File: config.mk
export PLATFORM = sky130hd
export DESIGN_NAME = level_sequencer_flat
export DESIGN_NICKNAME = d
export VERILOG_FILES = /design/src/rtl/level_pkg.sv /design/src/rtl/level_sequencer_if.sv /design/src/rtl/tick_sync.sv /design/src/rtl/level_sequencer.sv /design/src/flat_wrapper.sv
export SDC_FILE = /design/constraint.sdc
export NUM_CORES = 1
export LEC_CHECK = 0
export CAP_MARGIN = 20
export CORE_UTILIZATION = 40
export DETAILED_ROUTE_END_ITERATION = 12
export PLACE_DENSITY = 0.67
export SETUP_SLACK_MARGIN = 0.05
export SLEW_MARGIN = 20
export SYNTH_ARGS = -nofsm -noshare
export SYNTH_HDL_FRONTEND = slang
export SYNTH_SLANG_ARGS = --single-unit
File: constraint.sdc
create_clock -name Clk100M -period 2.6 [get_ports Clk100M]
set_input_delay 0.78 -clock Clk100M [delete_from_list [all_inputs] [get_ports Clk100M]]
set_output_delay 0.78 -clock Clk100M [all_outputs]
set_load 0.02 [all_outputs]
File: src/rtl/level_pkg.sv
// Shared types and constants for the level sequencer.
// Optional lives support is enabled by defining SEQ_LIVES_EN.
package level_pkg;

  localparam int unsigned MAX_LEVEL_DEF   = 8;
  localparam int unsigned SHOW_SECS_DEF   = 3;
  localparam int unsigned ANSWER_SECS_DEF = 10;
  localparam int unsigned LVL_W_DEF       = 4;
  localparam int unsigned SEC_W_DEF       = 4;
  localparam int unsigned LIVES_W         = 2;
  localparam int unsigned LIVES_INIT      = 3;

  typedef enum logic [2:0] {
    ST_IDLE,
    ST_PRELIM,
    ST_SHOW,
    ST_ANSWER,
    ST_JUDGE_OK,
    ST_WIN,
    ST_OVER
  } state_e;

  // Window/status flags that are a pure function of the sequencer state
  typedef struct packed {
    logic prelim;
    logic show;
    logic accept;
    logic game_over;
    logic win;
  } flags_t;

  // Decode a state into its externally visible flags
  function automatic flags_t state_flags(input state_e s);
    flags_t f;
    f           = '0;
    f.prelim    = (s == ST_PRELIM);
    f.show      = (s == ST_SHOW);
    f.accept    = (s == ST_ANSWER);
    f.game_over = (s == ST_OVER);
    f.win       = (s == ST_WIN);
    return f;
  endfunction

endpackage

File: src/rtl/level_sequencer_if.sv
// Player-side bus of the level sequencer.
// The lives signal exists only when SEQ_LIVES_EN is defined.
interface level_sequencer_if
  import level_pkg::*;
#(
  parameter int unsigned LVL_W = LVL_W_DEF,
  parameter int unsigned SEC_W = SEC_W_DEF
);

  logic             start;
  logic             answerValid;
  logic             answerCorrect;
  logic             prelimSig;
  logic             showSymbols;
  logic             acceptAnswer;
  logic [LVL_W-1:0] level;
  logic [SEC_W-1:0] secondsLeft;
  logic             gameOver;
  logic             win;
`ifdef SEQ_LIVES_EN
  logic [LIVES_W-1:0] lives;

  modport master (
    output start, answerValid, answerCorrect,
    input  prelimSig, showSymbols, acceptAnswer, level, secondsLeft, gameOver, win, lives
  );

  modport slave (
    input  start, answerValid, answerCorrect,
    output prelimSig, showSymbols, acceptAnswer, level, secondsLeft, gameOver, win, lives
  );
`else
  modport master (
    output start, answerValid, answerCorrect,
    input  prelimSig, showSymbols, acceptAnswer, level, secondsLeft, gameOver, win
  );

  modport slave (
    input  start, answerValid, answerCorrect,
    output prelimSig, showSymbols, acceptAnswer, level, secondsLeft, gameOver, win
  );
`endif

endinterface

File: src/rtl/tick_sync.sv
// Brings the raw 1 Hz square wave into the system clock domain and
// emits a one-cycle pulse on each of its rising edges.
module tick_sync (
  input  logic clk,
  input  logic rst_n,
  input  logic async_in,
  output logic tick_c
);

  logic sync1_q;
  logic sync2_q;
  logic prev_q;

  // Two-flop synchronizer followed by an edge-history flop
  always_ff @(posedge clk or negedge rst_n) begin
    if (!rst_n) begin
      sync1_q <= 1'b0;
      sync2_q <= 1'b0;
      prev_q  <= 1'b0;
    end else begin
      sync1_q <= async_in;
      sync2_q <= sync1_q;
      prev_q  <= sync2_q;
    end
  end

  assign tick_c = sync2_q & ~prev_q;

endmodule

File: src/rtl/level_sequencer.sv
// Round controller for the symbol-counting game: prelim pulse, display
// window, answer window, judge, then next level or game end.
// Define SEQ_LIVES_EN to give the player three attempts per game.
module level_sequencer
  import level_pkg::*;
#(
  parameter int unsigned MAX_LEVEL   = MAX_LEVEL_DEF,
  parameter int unsigned SHOW_SECS   = SHOW_SECS_DEF,
  parameter int unsigned ANSWER_SECS = ANSWER_SECS_DEF,
  parameter int unsigned LVL_W       = LVL_W_DEF,
  parameter int unsigned SEC_W       = SEC_W_DEF
) (
  input logic              Clk100M,
  input logic              Rst_n,
  input logic              Clk1Hz,
  level_sequencer_if.slave bus
);

  logic             sec_tick_c;
  state_e           state_q, state_d;
  logic [LVL_W-1:0] level_q, level_d;
  logic [SEC_W-1:0] secs_q, secs_d;
  flags_t           flags_q, flags_d;
  logic             start_prev_q;
  logic             start_rise;
  logic             fail;
`ifdef SEQ_LIVES_EN
  logic [LIVES_W-1:0] lives_q, lives_d;
`endif

  tick_sync u_tick_sync (
    .clk      (Clk100M),
    .rst_n    (Rst_n),
    .async_in (Clk1Hz),
    .tick_c   (sec_tick_c)
  );

  assign start_rise = bus.start & ~start_prev_q;

  // Next-state, level, countdown and flag computation
  always_comb begin
    state_d = state_q;
    level_d = level_q;
    secs_d  = secs_q;
    fail    = 1'b0;
`ifdef SEQ_LIVES_EN
    lives_d = lives_q;
`endif

    unique case (state_q)
      ST_IDLE: begin
        if (bus.start) begin
          state_d = ST_PRELIM;
          level_d = LVL_W'(1);
          secs_d  = SEC_W'(SHOW_SECS);
        end
      end

      ST_PRELIM: state_d = ST_SHOW;

      ST_SHOW: begin
        if (sec_tick_c) begin
          if (secs_q == SEC_W'(1)) begin
            state_d = ST_ANSWER;
            secs_d  = SEC_W'(ANSWER_SECS);
          end else if (secs_q != '0) begin
            secs_d = secs_q - SEC_W'(1);
          end
        end
      end

      ST_ANSWER: begin
        // A submitted answer takes precedence over a coincident timeout tick
        if (bus.answerValid) begin
          if (bus.answerCorrect) state_d = ST_JUDGE_OK;
          else                   fail    = 1'b1;
        end else if (sec_tick_c) begin
          if (secs_q == SEC_W'(1))  fail   = 1'b1;
          else if (secs_q != '0)    secs_d = secs_q - SEC_W'(1);
        end
      end

      ST_JUDGE_OK: begin
        if (level_q >= LVL_W'(MAX_LEVEL)) begin
          state_d = ST_WIN;
          secs_d  = '0;
        end else begin
          state_d = ST_PRELIM;
          level_d = level_q + LVL_W'(1);
          secs_d  = SEC_W'(SHOW_SECS);
        end
      end

      ST_WIN, ST_OVER: begin
        secs_d = '0;
        if (start_rise) begin
          state_d = ST_PRELIM;
          level_d = LVL_W'(1);
          secs_d  = SEC_W'(SHOW_SECS);
`ifdef SEQ_LIVES_EN
          lives_d = LIVES_W'(LIVES_INIT);
`endif
        end
      end

      default: state_d = ST_IDLE;
    endcase

    // Wrong answer or timeout: retry the same level while lives remain
    if (fail) begin
`ifdef SEQ_LIVES_EN
      if (lives_q > LIVES_W'(1)) begin
        lives_d = lives_q - LIVES_W'(1);
        state_d = ST_PRELIM;
        secs_d  = SEC_W'(SHOW_SECS);
      end else begin
        lives_d = '0;
        state_d = ST_OVER;
        secs_d  = '0;
      end
`else
      state_d = ST_OVER;
      secs_d  = '0;
`endif
    end

    flags_d = state_flags(state_d);
  end

  // Sequencer registers; reset aborts any round without a pulse
  always_ff @(posedge Clk100M or negedge Rst_n) begin
    if (!Rst_n) begin
      state_q      <= ST_IDLE;
      level_q      <= LVL_W'(1);
      secs_q       <= '0;
      flags_q      <= '0;
      start_prev_q <= 1'b0;
`ifdef SEQ_LIVES_EN
      lives_q      <= LIVES_W'(LIVES_INIT);
`endif
    end else begin
      state_q      <= state_d;
      level_q      <= level_d;
      secs_q       <= secs_d;
      flags_q      <= flags_d;
      start_prev_q <= bus.start;
`ifdef SEQ_LIVES_EN
      lives_q      <= lives_d;
`endif
    end
  end

  assign bus.prelimSig    = flags_q.prelim;
  assign bus.showSymbols  = flags_q.show;
  assign bus.acceptAnswer = flags_q.accept;
  assign bus.gameOver     = flags_q.game_over;
  assign bus.win          = flags_q.win;
  assign bus.level        = level_q;
  assign bus.secondsLeft  = secs_q;
`ifdef SEQ_LIVES_EN
  assign bus.lives        = lives_q;
`endif

endmodule
File: src/flat_wrapper.sv
// flat-port wrapper written by rule: the top's interface ports become plain ports
module level_sequencer_flat import level_pkg::*;
#(
  parameter int unsigned MAX_LEVEL   = MAX_LEVEL_DEF,
  parameter int unsigned SHOW_SECS   = SHOW_SECS_DEF,
  parameter int unsigned ANSWER_SECS = ANSWER_SECS_DEF,
  parameter int unsigned LVL_W       = LVL_W_DEF,
  parameter int unsigned SEC_W       = SEC_W_DEF
)
  (Clk100M, Rst_n, Clk1Hz, bus_start, bus_answerValid, bus_answerCorrect, bus_prelimSig, bus_showSymbols, bus_acceptAnswer, bus_level, bus_secondsLeft, bus_gameOver, bus_win);
  level_sequencer_if #(.LVL_W(LVL_W), .SEC_W(SEC_W)) bus_i ();
  input logic Clk100M;
  input logic Rst_n;
  input logic Clk1Hz;
  input wire logic [$bits(bus_i.start)-1:0] bus_start;
  input wire logic [$bits(bus_i.answerValid)-1:0] bus_answerValid;
  input wire logic [$bits(bus_i.answerCorrect)-1:0] bus_answerCorrect;
  output wire logic [$bits(bus_i.prelimSig)-1:0] bus_prelimSig;
  output wire logic [$bits(bus_i.showSymbols)-1:0] bus_showSymbols;
  output wire logic [$bits(bus_i.acceptAnswer)-1:0] bus_acceptAnswer;
  output wire logic [$bits(bus_i.level)-1:0] bus_level;
  output wire logic [$bits(bus_i.secondsLeft)-1:0] bus_secondsLeft;
  output wire logic [$bits(bus_i.gameOver)-1:0] bus_gameOver;
  output wire logic [$bits(bus_i.win)-1:0] bus_win;
  assign bus_i.start = bus_start;
  assign bus_i.answerValid = bus_answerValid;
  assign bus_i.answerCorrect = bus_answerCorrect;
  assign bus_prelimSig = bus_i.prelimSig;
  assign bus_showSymbols = bus_i.showSymbols;
  assign bus_acceptAnswer = bus_i.acceptAnswer;
  assign bus_level = bus_i.level;
  assign bus_secondsLeft = bus_i.secondsLeft;
  assign bus_gameOver = bus_i.gameOver;
  assign bus_win = bus_i.win;
  level_sequencer #(.MAX_LEVEL(MAX_LEVEL), .SHOW_SECS(SHOW_SECS), .ANSWER_SECS(ANSWER_SECS), .LVL_W(LVL_W), .SEC_W(SEC_W)) u_core (.Clk100M(Clk100M), .Rst_n(Rst_n), .Clk1Hz(Clk1Hz), .bus(bus_i));
endmodule
==> results by group <==
Run status
  • Outcome: complete, no violations

Pwr
  • Switching Fraction: 42.5%
  • Clock Power Share: 9.1%
  • Logic pwr share: 58.4%
  • Switching power: 692 uW
  • Sequential power share: 32.5%
  • Max VDD drop: 0.000746 V
  • Power per cell area: 1180 nW/um2
  • Internal power: 936 uW
  • Pleak: 0.000639 uW

Setup path
  • Reg-to-reg endpoint: u_core.bus.level[1]
  • Critical Path AT: 2.52 ns
  • Reg2reg path depth: 10
  • Worst EP required: 2.79 ns
  • RR Startpoint: u_core.bus.secondsLeft[1]
  • Critical path endpoint category: register
  • Crit Path Class: in2reg
  • Startpoint Class: primary input
  • R2r setup slk: 0.31 ns
  • Critical path peak fanout: 4

Final layout
  • Nets: 152
  • Diodes inserted: 0
  • Fillcell total: 240
  • Area growth, synth to finish: 29.0%
  • Most common cell after layout, fill and taps aside: dfrtp_1
  • Layout cell share with drive strength beyond 1: 18.6%
  • Fin area: 1380 um2
  • Commonest non-fill, non-tap cells in the layout: dfrtp_1 (19), clkdlybuf4s50_1 (18), nand2_1 (17)

Clock tree
  • Number of CTS-inserted buffers: 3
  • TritonCTS Sinks: 20
  • Clock-pin transition on the worst setup and hold timing paths: 0.11 ns
  • CTS tree: built
  • Setup Fix Bufs, Post-CTS: 0
  • Root buffer cell: clkbuf_4
  • CTS H-tree depth: 1
  • Buffer depth of the longest clock path: 2
  • Hold-fix buffers, CTS: 0
  • Resize count post-CTS: 0
  • Worst-Skew Late Latency: 0.29 ns

Placement
  • Placement-stage cell area: 1350 um2
  • DP HPWL: 1.76 mm
  • GP Congestion: 0.796
  • PortBufs: 18
  • Post-Place Worst Slack: -0.0401 ns

Detailed routing
  • Wire length on met2: 1.03 mm
  • Initial drt markers: 28
  • Top Metal Used: met4
  • Metal3 WL: 91 um
  • DRT Pass-1 Iters: 5
  • M1 WL: 1.08 mm
  • DRC viols: 0
  • Drt total wl: 2.22 mm
  • Routed via count: 880
  • Final antenna-violating net count: 0
  • Wire length per cell: 13.1 um
  • Via-to-Cell Ratio: 5.18

Yosys
  • Yosys reg bits: 20
  • Main synth FF type: dfrtp_1
  • Sequential area share after synthesis: 46.9%
  • Post-Syn Instances: 110
  • Mapped cell area: 1070 um2
  • Post-synth EDFFs: 0
  • Yosys warnings: 0
  • Synthesized Nets: 121
  • Syn avg cell area: 9.73 um2
  • Post-synth ARST share: 100%
  • Post-synthesis cell type count: 42

Timing
  • Fmax: 428 MHz
  • Final min period: 2.34 ns
  • Setup TNS: 0 ns
  • Max-slew headroom: 67.6%
  • Final setup viols: 0
  • Fin Clk Skew: 0.00191 ns
  • Max Slew Vio Count: 0
  • Fin. Hold Viols: 0
  • Worst Max-Slew Pin Slew: 0.484 ns
  • Final WS setup: 0.263 ns
  • Period Utilization, post-route: 89.9%
  • Unrepaired setup endpoints after global routing: no

Global routing
  • Gr usage total: 18.3%
  • Vias in the first global route: 801
  • Antenna violations before repair: 0
  • First-pass GRT wire length: 3.76 mm
  • Pin count of the biggest net entering global routing: 13
  • GRT overflow: 0

Worst hold path
  • WHS Endpoint: u_core.u_tick_sync.sync2_q
  • Min-delay src: u_core.u_tick_sync.sync1_q
  • Worst Hold Class: reg2reg
  • Hold Path Stages: 0

Die
  • I/O pins: 19
  • Rows: 18
  • Die height: 53.7 um
  • Chip width: 53.7 um
  • Core Box Area: 2500 um2
  • Die ar.: 2890 um2
  • Starting Density: 42.8%

Job
  • Max cap viols: 0
## critical path, stage by stage
cell,delay (ns)
clkdlybuf4s50_1,0.47
nor2b_1,0.20
nand3b_1,0.13
o211a_1,0.17
inv_1,0.05
or3_4,0.41
clkinv_4,0.07
nor2_1,0.04
a41o_1,0.20
## worst max-delay path by stage
| stage | endpoint | cells past startpoint | startpoint |
|---|---|---|---|
| finish | u_core.bus.level[1] | 9 | bus_start |
| global route | u_core.bus.level[0] | 8 | bus_start |
| CTS | u_core.bus.level[1] | 9 | bus_start |
| detailed placement | u_core.bus.level[1] | 9 | bus_start |
| global placement | u_core.bus.level[1] | 9 | bus_start |
| floorplan | u_core.bus.level[1] | 10 | u_core.bus.secondsLeft[1] |
## registers in the layout (all words and copies together), names as in the netlist
signal and flops:
u_core.bus.level 4, u_core.bus.secondsLeft 4, u_core.state_q 3, u_core.bus.acceptAnswer 1
u_core.bus.gameOver 1, u_core.bus.prelimSig 1, u_core.bus.showSymbols 1, u_core.bus.win 1
u_core.start_prev_q 1, u_core.u_tick_sync.prev_q 1, u_core.u_tick_sync.sync1_q 1, u_core.u_tick_sync.sync2_q 1
## cell usage after synthesis (2+ instances only)
cell	instances	area share, %
a21oi_1	2	0.94
clkbuf_1	2	0.70
dfrtp_1	19	44
ha_1	5	5.8
inv_1	7	2.5
mux2i_1	2	1.9
nand2_1	17	6.0
nand3_1	5	2.3
nor2_1	8	2.8
nor2b_1	2	1.2
o211a_1	2	1.9
o21ai_0	7	3.3
o31ai_1	2	1.4
or2_2	2	1.2
## kinds of logic after synthesis
logic type | after synthesis | share of synthesized area [%]
adder cells (fa/ha/maj) | 5 | 5.85
AO/OA/AOI/OAI | 23 | 16.0
multiplexers | 2 | 1.87
AND/OR/NAND/NOR | 47 | 23.0
flip-flops | 20 | 46.9
buffers and inverters | 12 | 5.50
XOR/XNOR | 1 | 0.819
## power by group through the flow
stage,Combinational (uW),Clock (uW),Sequential [uW]
after global routing,1050,171,550
after detailed placement,947,0,536
after floorplan,528,0,587
after CTS,955,159,529
after global placement,931,0,533
final,951,149,529
## stage by stage
stage / instances / util (%) / total power (uW) / hold slack [ns]
floorplan: 110 / - / 1120 / 0.331
global placement: 166 / 54.2 / 1460 / 0.334
detailed placement: 166 / 54.2 / 1480 / 0.340
CTS: 170 / 55.2 / 1640 / 0.368
global route: 170 / 55.2 / 1770 / 0.386
finish: 170 / 55.2 / 1630 / 0.366
## layer usage
metal	GRT usage, %	vias to the layer above
met1	25.0	415
met5	0	-
met3	3.67	4
met4	6.14	0
met2	28.6	20
li1	-	441
## cell type report
class | count | area [um2] | share of cell area, %
Multi-Input combinational cell | 78 | 509 | 36.9
Sequential cell | 20 | 502 | 36.4
Timing Repair Buffer | 30 | 270 | 19.6
Tap cell | 30 | 37.5 | 2.72
Clock buffer | 4 | 26.3 | 1.90
Inverter | 8 | 35.0 | 2.54
Power figures use the tool's default switching activity.
